$ cat src/rtl/ps2_key_matrix.sv
// PS/2 Set-2 scancode decoder: tracks held state of configurable keys and emits
// single-cycle press/release pulses, with Pause-sequence skipping and timeout recovery.
module ps2_key_matrix #(
  parameter int                    NUM_KEYS       = 4,
  parameter logic [9*NUM_KEYS-1:0] KEY_CODES      = {9'h175, 9'h16B, 9'h172, 9'h174},
  parameter int                    TIMEOUT_CYCLES = 1_000_000
) (
  input  logic                clk,
  input  logic                reset,
  input  logic                byte_valid,
  input  logic [7:0]          byte_data,
  output logic [NUM_KEYS-1:0] key_down,
  output logic [NUM_KEYS-1:0] key_press,
  output logic [NUM_KEYS-1:0] key_release,
  output logic [8:0]          last_code,
  output logic                seq_error
);

  localparam int              CNT_W    = (TIMEOUT_CYCLES > 2) ? $clog2(TIMEOUT_CYCLES) : 1;
  localparam logic [CNT_W-1:0] CNT_LAST = CNT_W'(TIMEOUT_CYCLES - 1);
  localparam logic [7:0]      B_E0     = 8'hE0;
  localparam logic [7:0]      B_F0     = 8'hF0;
  localparam logic [7:0]      B_E1     = 8'hE1;

  typedef enum logic [2:0] {IDLE, EXT, BRK, EXT_BRK, SKIP} state_t;

  state_t           state_reg;
  logic [2:0]       skip_reg;
  logic [CNT_W-1:0] idle_reg;

  logic                make_ev;
  logic                break_ev;
  logic                ext_ev;
  logic                bad_prefix;
  logic                timeout;
  logic                is_prefix;
  logic [8:0]          code_ev;
  logic [NUM_KEYS-1:0] match;

  assign is_prefix = (byte_data == B_E0) || (byte_data == B_F0) || (byte_data == B_E1);
  assign code_ev   = {ext_ev, byte_data};
  // A byte landing on the expiry cycle takes priority over the timeout.
  assign timeout   = !byte_valid && (state_reg != IDLE) && (idle_reg == CNT_LAST);

  // Classify the incoming byte into a completed make/break or a bad prefix.
  always_comb begin
    make_ev    = 1'b0;
    break_ev   = 1'b0;
    ext_ev     = 1'b0;
    bad_prefix = 1'b0;
    if (byte_valid) begin
      case (state_reg)
        IDLE: make_ev = !is_prefix;
        EXT: begin
          ext_ev  = 1'b1;
          make_ev = (byte_data != B_F0) && (byte_data != B_E0);
        end
        BRK: begin
          break_ev   = !is_prefix;
          bad_prefix = is_prefix;
        end
        EXT_BRK: begin
          ext_ev     = 1'b1;
          break_ev   = !is_prefix;
          bad_prefix = is_prefix;
        end
        default: ;
      endcase
    end
  end

  genvar gi;
  generate
    for (gi = 0; gi < NUM_KEYS; gi++) begin : g_match
      assign match[gi] = (KEY_CODES[9*gi +: 9] == code_ev);
    end
  endgenerate

  always_ff @(posedge clk or posedge reset) begin
    if (reset) begin
      state_reg <= IDLE;
      skip_reg  <= 3'd0;
      idle_reg  <= '0;
      last_code <= 9'h000;
      seq_error <= 1'b0;
    end else begin
      seq_error <= bad_prefix || timeout;
      if (make_ev || break_ev)
        last_code <= code_ev;
      if (byte_valid || state_reg == IDLE)
        idle_reg <= '0;
      else
        idle_reg <= idle_reg + 1'b1;

      if (timeout) begin
        state_reg <= IDLE;
      end else if (byte_valid) begin
        case (state_reg)
          IDLE: begin
            if (byte_data == B_E0)
              state_reg <= EXT;
            else if (byte_data == B_F0)
              state_reg <= BRK;
            else if (byte_data == B_E1) begin
              state_reg <= SKIP;
              skip_reg  <= 3'd7;
            end
          end
          EXT: begin
            if (byte_data == B_F0)
              state_reg <= EXT_BRK;
            else if (byte_data != B_E0)
              state_reg <= IDLE;
          end
          SKIP: begin
            skip_reg <= skip_reg - 3'd1;
            if (skip_reg == 3'd1)
              state_reg <= IDLE;
          end
          default: state_reg <= IDLE;
        endcase
      end
    end
  end

  // Duplicate codes simply match several slots, so all of them update together.
  always_ff @(posedge clk or posedge reset) begin
    if (reset) begin
      key_down    <= '0;
      key_press   <= '0;
      key_release <= '0;
    end else begin
      for (int i = 0; i < NUM_KEYS; i++) begin
        key_press[i]   <= make_ev && match[i] && !key_down[i];
        key_release[i] <= break_ev && match[i] && key_down[i];
        if (make_ev && match[i])
          key_down[i] <= 1'b1;
        else if (break_ev && match[i])
          key_down[i] <= 1'b0;
      end
    end
  end

endmodule

$ cat config.mk
export PLATFORM = sky130hd
export DESIGN_NAME = ps2_key_matrix
export DESIGN_NICKNAME = d
export VERILOG_FILES = /design/src/rtl/ps2_key_matrix.sv
export SDC_FILE = /design/constraint.sdc
export NUM_CORES = 1
export LEC_CHECK = 0
export ABC_AREA = 1
export CORE_UTILIZATION = 45
export CTS_CLUSTER_DIAMETER = 30
export DETAILED_ROUTE_END_ITERATION = 6
export PLACE_DENSITY = 0.64
export SYNTH_ARGS = -nofsm -noshare
export SYNTH_HDL_FRONTEND = slang
export SYNTH_SLANG_ARGS = --single-unit
export TNS_END_PERCENT = 20
$ cat constraint.sdc
create_clock -name clk -period 3.49 [get_ports clk]
set_clock_uncertainty 0.1 [all_clocks]
set_input_delay 0.349 -clock clk [delete_from_list [all_inputs] [get_ports clk]]
set_output_delay 0.349 -clock clk [all_outputs]
set_load 0.05 [all_outputs]
==> results.sh, run 1 <==
export IMPL_rsz0062_at_grt="no"
export IMPL_grt_pass1_vias=2041
export IMPL_max_stage_delay_ns=0.83
export IMPL_clkTransAtPathRegs_ns=0.09
export IMPL_worstPathRequired_ns=3.04
export IMPL_timing_critical_path_buf_inv=1
export IMPL_maxCapViolCount=0
export IMPL_synth_warnings=0
export IMPL_synth_area_mm2=0.00256
export IMPL_drt_wirelength_per_cell_um=12.1
export IMPL_dp_cells=427
export IMPL_largest_register_ffs=20
export IMPL_grt_util_met1_pct=28.4
export IMPL_ant_nets=0
export IMPL_powerDensity_mw_per_mm2=503
export IMPL_num_vias=2155
export IMPL_worst_pin_slew_ns=0.975
export IMPL_pin_count=33
export IMPL_area_growth_pct=19.3
export IMPL_synth_cell_types=29
export IMPL_post_place_ws_ns=1.49
export IMPL_grt_pass1_wl_um=9360
export IMPL_nNetsFinal=376
export IMPL_critPathTopFamily="buffers and inverters"
export IMPL_fin_ws_ns=1.50
export IMPL_htree_levels=2
export IMPL_fill_cells=528
export IMPL_syn_num_nets=339
export IMPL_end_kind="primary output"
export IMPL_multi_input_area_mm2=0.00121
export IMPL_n_antenna_cell=0
export IMPL_status="finished, final reports clean"
export IMPL_path_max_fanout=4
export IMPL_cts_setup_buffers=0
export IMPL_dieArea_mm2=0.00600
export IMPL_wl_um=5250
export IMPL_drc=0
export IMPL_cpMaxStageDelayCell="clkdlybuf4s50_1"
export IMPL_die_width_um=77.4
export IMPL_worstPathCellList="clkdlybuf4s50_1"
export IMPL_drt_iter0_markers=104
export IMPL_final_cells=435
export IMPL_grtUsageTotal_pct=19.8
export IMPL_cts_tree="built"
export IMPL_slew_violations=0
export IMPL_groute_layer_met3_usage_pct=3.76
export IMPL_num_rows=27
export IMPL_numClockSinks=48
export IMPL_seq_area_mm2=0.00120
export IMPL_max_clock_freq_mhz=502
export IMPL_grt_busiest_layer="met2"
export IMPL_synth_cells=325
export IMPL_synth_avg_cell_area_um2=7.88
export IMPL_setup_violations=0
export IMPL_post_dp_hpwl_um=3930
export IMPL_grt_antenna_before_repair=0
export IMPL_initial_core_util_pct=46.5
export IMPL_dr_pass1_iters=4
export IMPL_p_total_w=0.00154
export IMPL_clk_latency_ns=0.31
export IMPL_place_congestion=0.841
export IMPL_use_met2_pct=30.2
export IMPL_ys_ff_latch=48
export IMPL_hold_viol_final=0
export IMPL_port_buffers=32
export IMPL_min_period_ns=1.99
export IMPL_globalRouteOverflowTotal=0
export IMPL_cts_resized=0
export IMPL_hold_class="flip-flop to flip-flop"
export IMPL_leakage_nw=1.38
export IMPL_fin_crit_sh_pct=57.1
export IMPL_hold_buffers=0
export IMPL_drive_gt1_share_pct=8.26
export IMPL_clock_tree_buffer_depth=2
export IMPL_whs_ns=0.382
export IMPL_die_y_um=77.4
export IMPL_arrival_ns=1.54
export IMPL_relSlewSlack_pct=34.9
export IMPL_cts_buffers=5
export IMPL_viasPerCell=4.95
export IMPL_core_region_area_mm2=0.00551
export IMPL_ir_drop_v=0.000475
export IMPL_cp_start_kind="flip-flop"
export IMPL_fin_tns_setup_ns=0
export IMPL_path_class="flip-flop to primary output"
export IMPL_grt_max_degree=49
export IMPL_clock_root_buffer="clkbuf_8"
export IMPL_yosysSeqAreaShare_pct=46.9
kinds of logic after synthesis:
group | count (synthesis) | share of synthesized area [%]
compound gates | 23 | 4.89
xor+xnor | 9 | 3.08
fa+ha+maj | 3 | 1.47
buf+inv | 39 | 6.01
flops | 48 | 46.9
simple gates | 203 | 37.7
power breakdown:
part	internal [W]	total [W]	switching, W
logic	0.000163	0.000508	0.000344
clock network	0.000148	0.000354	0.000206
registers	0.000624	0.000675	0.0000506
layout make-up:
| cell class | count | area share [%] |
|---|---|---|
| repair buffers | 32 | 10.5 |
| well taps | 72 | 2.95 |
| inverters | 37 | 4.71 |
| clock inverters | 3 | 0.860 |
| flip-flops and latches | 48 | 39.3 |
| clock buffers | 5 | 2.25 |
| multi-input cells | 238 | 39.5 |
stage by stage:
stage / util [%] / instance area (um^2)
2_1_floorplan: - / 2560
3_3_place_gp: 53.8 / 2960
3_5_place_dp: 53.8 / 2960
4_1_cts: 55.5 / 3060
5_1_grt: 55.5 / 3060
6_report: 55.5 / 3060
synthesized netlist by cell type:
master	instances	area, um^2
a21oi_1	5	25.0
a22oi_1	2	15.0
a31oi_1	1	6.26
and3_1	1	6.26
buf_2	2	10.0
dfrtp_1	48	1200
ha_1	3	37.5
inv_1	35	131
inv_2	1	3.75
inv_6	1	8.76
nand2_1	84	315
nand2_2	5	31.3
nand2_8	1	20.0
nand3_1	25	125
nand3_2	2	20.0
nand3_4	2	35.0
nand4_1	6	37.5
nand4_4	1	21.3
nor2_1	54	203
nor2_2	4	25.0
nor2_4	2	22.5
nor3_1	10	50.1
nor3_4	1	16.3
nor3b_1	4	30.0
o21ai_0	14	70.1
o21ai_2	1	8.76
or2_1	1	6.26
xnor2_1	3	26.3
xor2_1	6	52.6
tightest hold or removal path, cell delays in order (launching register included):
cell     delay [ns]
dfrtp_1        0.36
nand2_1        0.05
nand2_1        0.05
layout by cell type, fill, tap and decap left out:
| master | instances |
|---|---|
| nand3_4 | 2 |
| o21ai_0 | 14 |
| a31oi_1 | 1 |
| nand4_1 | 6 |
| clkdlybuf4s50_1 | 32 |
| inv_2 | 2 |
| clkbuf_8 | 5 |
| nor3b_1 | 4 |
| ha_1 | 3 |
| xnor2_1 | 3 |
| inv_6 | 3 |
| nor3_1 | 10 |
| dfrtp_1 | 48 |
| nor2_1 | 54 |
| and3_1 | 1 |
| clkinv_4 | 1 |
| nand4_4 | 1 |
| o21ai_2 | 1 |
| or2_1 | 1 |
| inv_1 | 34 |
| nand3_2 | 2 |
| nor3_4 | 1 |
| nor2_2 | 4 |
| nor2_4 | 2 |
| a22oi_1 | 2 |
| nand3_1 | 25 |
| nand2_2 | 5 |
| nand2_8 | 1 |
| xor2_1 | 6 |
| nand2_1 | 84 |
| a21oi_1 | 5 |
worst paths after layout:
| path | from | end | slack [ns] | cells past startpoint |
|---|---|---|---|---|
| worst min register to register | last_code[4] | last_code[4] | 0.38 | 2 |
| worst max register to register | idle_reg[0] | idle_reg[14] | 1.60 | 6 |
| worst min-delay path | last_code[4] | last_code[4] | 0.38 | 2 |
| min in group asynchronous | reset | idle_reg[0] | 0.47 | 2 |
| max in group asynchronous | reset | last_code[4] | 2.21 | 2 |
| worst max-delay path | key_down[3] | key_down[3] | 1.50 | 1 |
metal layers:
layer / up-vias / part of all wire, % / routed length, um
met1: 1000 / 52 / 2720
met3: 6 / 3.8 / 199
li1: 1110 / - / -
met4: 0 / 1.3 / 70
met2: 39 / 43 / 2260
met5: - / 0 / 0
No activity file was read; power rests on OpenSTA's default activity.
==> run 2, diff against run 1 <==
--- a/config.mk
+++ b/config.mk
@@ -9,7 +9,7 @@
 export CORE_UTILIZATION = 45
 export CTS_CLUSTER_DIAMETER = 30
 export DETAILED_ROUTE_END_ITERATION = 6
-export PLACE_DENSITY = 0.64
+export PLACE_DENSITY = 0.67
 export SYNTH_ARGS = -nofsm -noshare
 export SYNTH_HDL_FRONTEND = slang
 export SYNTH_SLANG_ARGS = --single-unit
==> constraint.sdc (replaced) <==
create_clock -name clk -period 1.75 [get_ports clk]
set_clock_uncertainty 0.1 [all_clocks]
set_input_delay 0.175 -clock clk [delete_from_list [all_inputs] [get_ports clk]]
set_output_delay 0.175 -clock clk [all_outputs]
set_load 0.05 [all_outputs]
==> run 2 against run 1 <==
- core utilization grew 2.2 points
- sequential share of layout area down 1.5 points
- clock power rose to 2.7 times the previous value
- critical path depth did not move
- final cell count up 2.8%
- design area rose by 4.0%
- largest cell class unchanged
- register-to-register slack lost 1.5 ns
==> results.sh, run 2 (synthesized netlist as in run 1, its figures left out) <==
export IMPL_status="finished, final reports clean"
export IMPL_dr_pass1_iters=4
export IMPL_numClockSinks=48
export IMPL_cp_start_kind="flip-flop"
export IMPL_drt_wirelength_per_cell_um=11.7
export IMPL_dieArea_mm2=0.00600
export IMPL_max_clock_freq_mhz=585
export IMPL_viasPerCell=4.84
export IMPL_cpMaxStageDelayCell="clkdlybuf4s50_1"
export IMPL_worstPathCellList="clkdlybuf4s50_1"
export IMPL_maxCapViolCount=0
export IMPL_drt_iter0_markers=136
export IMPL_die_width_um=77.4
export IMPL_num_rows=27
export IMPL_grt_antenna_before_repair=0
export IMPL_pin_count=33
export IMPL_switching_share_pct=35.7
export IMPL_path_max_fanout=1
export IMPL_area_growth_pct=24.1
export IMPL_fin_crit_sh_pct=97.7
export IMPL_rsz0062_at_grt="yes"
export IMPL_sequentialPowerShare_pct=40.3
export IMPL_dp_cells=439
export IMPL_leakage_nw=1.60
export IMPL_drc=0
export IMPL_fin_area_mm2=0.00318
export IMPL_internal_power_w=0.00214
export IMPL_place_congestion=0.857
export IMPL_nNetsFinal=388
export IMPL_cts_setup_buffers=0
export IMPL_switchingPower_w=0.00119
export IMPL_critPathTopFamily="buffers and inverters"
export IMPL_globalRouteOverflowTotal=0
export IMPL_timing_critical_path_buf_inv=1
export IMPL_cts_tree="built"
export IMPL_end_kind="primary output"
export IMPL_grt_pass1_vias=2025
export IMPL_layout_commonest_cell="nand2_1"
export IMPL_p_total_w=0.00334
export IMPL_die_y_um=77.4
export IMPL_post_dp_hpwl_um=3960
export IMPL_n_antenna_cell=0
export IMPL_powerDensity_mw_per_mm2=1050
export IMPL_reg2reg_slack_ns=0.14
export IMPL_setup_violations=0
export IMPL_final_cells=447
export IMPL_wl_um=5250
export IMPL_most_common_layout_cells="84 x nand2_1, 54 x nor2_1, 48 x dfrtp_1"
export IMPL_core_region_area_mm2=0.00551
export IMPL_whs_ns=0.121
export IMPL_port_buffers=32
export IMPL_fill_cells=486
export IMPL_num_vias=2165
export IMPL_grtUsageTotal_pct=18.9
export IMPL_placed_cell_area_mm2=0.00303
export IMPL_cts_resized=0
export IMPL_largest_register_ffs=20
export IMPL_path_class="flip-flop to primary output"
export IMPL_hold_class="input port to asynchronous set/reset pin"
export IMPL_min_period_ns=1.71
export IMPL_pwr_share_comb_pct=30.8
export IMPL_max_stage_delay_ns=0.79
export IMPL_clock_root_buffer="clkbuf_8"
export IMPL_clkTransAtPathRegs_ns=0.09
export IMPL_cts_buffers=5
export IMPL_relSlewSlack_pct=66.1
export IMPL_worstPathRequired_ns=1.47
export IMPL_slew_violations=0
export IMPL_power_share_clock_pct=28.9
export IMPL_initial_core_util_pct=46.5
export IMPL_clock_tree_buffer_depth=2
export IMPL_grt_max_degree=49
export IMPL_htree_levels=2
export IMPL_hold_buffers=0
export IMPL_grt_pass1_wl_um=8970
export IMPL_worst_pin_slew_ns=0.507
export IMPL_clk_latency_ns=0.31
export IMPL_drive_gt1_share_pct=15.2
export IMPL_arrival_ns=1.43
export IMPL_ir_drop_v=0.000958
export IMPL_hold_viol_final=0
export IMPL_ant_nets=0
-- run 2: changes by cell type in the layout (fill, tap and decap cells not counted) --
cell	delta
bufinv_16	+2
clkinv_4	-1
clkdlybuf4s50_1	-21
buf_12	+1
inv_6	-1
buf_4	+26
dlymetal6s2s_1	+6
-- run 2: worst paths after layout --
check	cells past startpoint	endpoint	from
max	1	key_release[3]	key_release[3]
min	3	key_down[1]	reset
max reg2reg	6	idle_reg[14]	idle_reg[1]
min reg2reg	2	last_code[4]	last_code[4]
max in group asynchronous	3	last_code[5]	reset
min in group clk	2	last_code[4]	last_code[4]
-- run 2: stage by stage --
stage                     util (%)  TNS, ns  setup slack (ns)
final                         57.7        0            0.0410
after global placement        55.0   -0.101           -0.0142
after CTS                     57.5        0           0.00756
after global routing          57.7  -0.0169           -0.0169
after floorplan                  -        0             0.236
after detailed placement      55.0  -0.0694           -0.0169
-- run 2: area by class of cell --
class | instances | area [um^2] | share of cell area, %
Timing Repair Buffer | 44 | 400 | 12.6
Clock inverter | 3 | 68.8 | 2.16
Sequential cell | 48 | 1200 | 37.8
Inverter | 37 | 144 | 4.53
Clock buffer | 5 | 68.8 | 2.16
Multi-Input combinational cell | 238 | 1210 | 37.9
Tap cell | 72 | 90.1 | 2.83
-- run 2: worst register-to-register path, cell delays in order (launching register included) --
cell	delay, ns
dfrtp_1	0.38
ha_1	0.19
nand3_1	0.19
nor3_1	0.28
nand3_1	0.15
xor2_1	0.16
nor2_1	0.06
-- run 2: routing by layer --
metal / vias up / wire, um / GRT usage [%]
met5: - / 0 / 0
met4: 0 / 95 / 8.30
met2: 42 / 2380 / 30.5
li1: 1136 / - / -
met3: 9 / 177 / 3.53
met1: 978 / 2600 / 24.8
-- run 2: power groups by stage --
stage | registers, W | logic [W] | clock network [W]
6_report | 0.00134 | 0.00103 | 0.000965
5_1_grt | 0.00136 | 0.00112 | 0.00102
4_1_cts | 0.00134 | 0.00104 | 0.000990
3_5_place_dp | 0.00136 | 0.00103 | 0
3_3_place_gp | 0.00136 | 0.00102 | 0
2_1_floorplan | 0.00165 | 0.000436 | 0
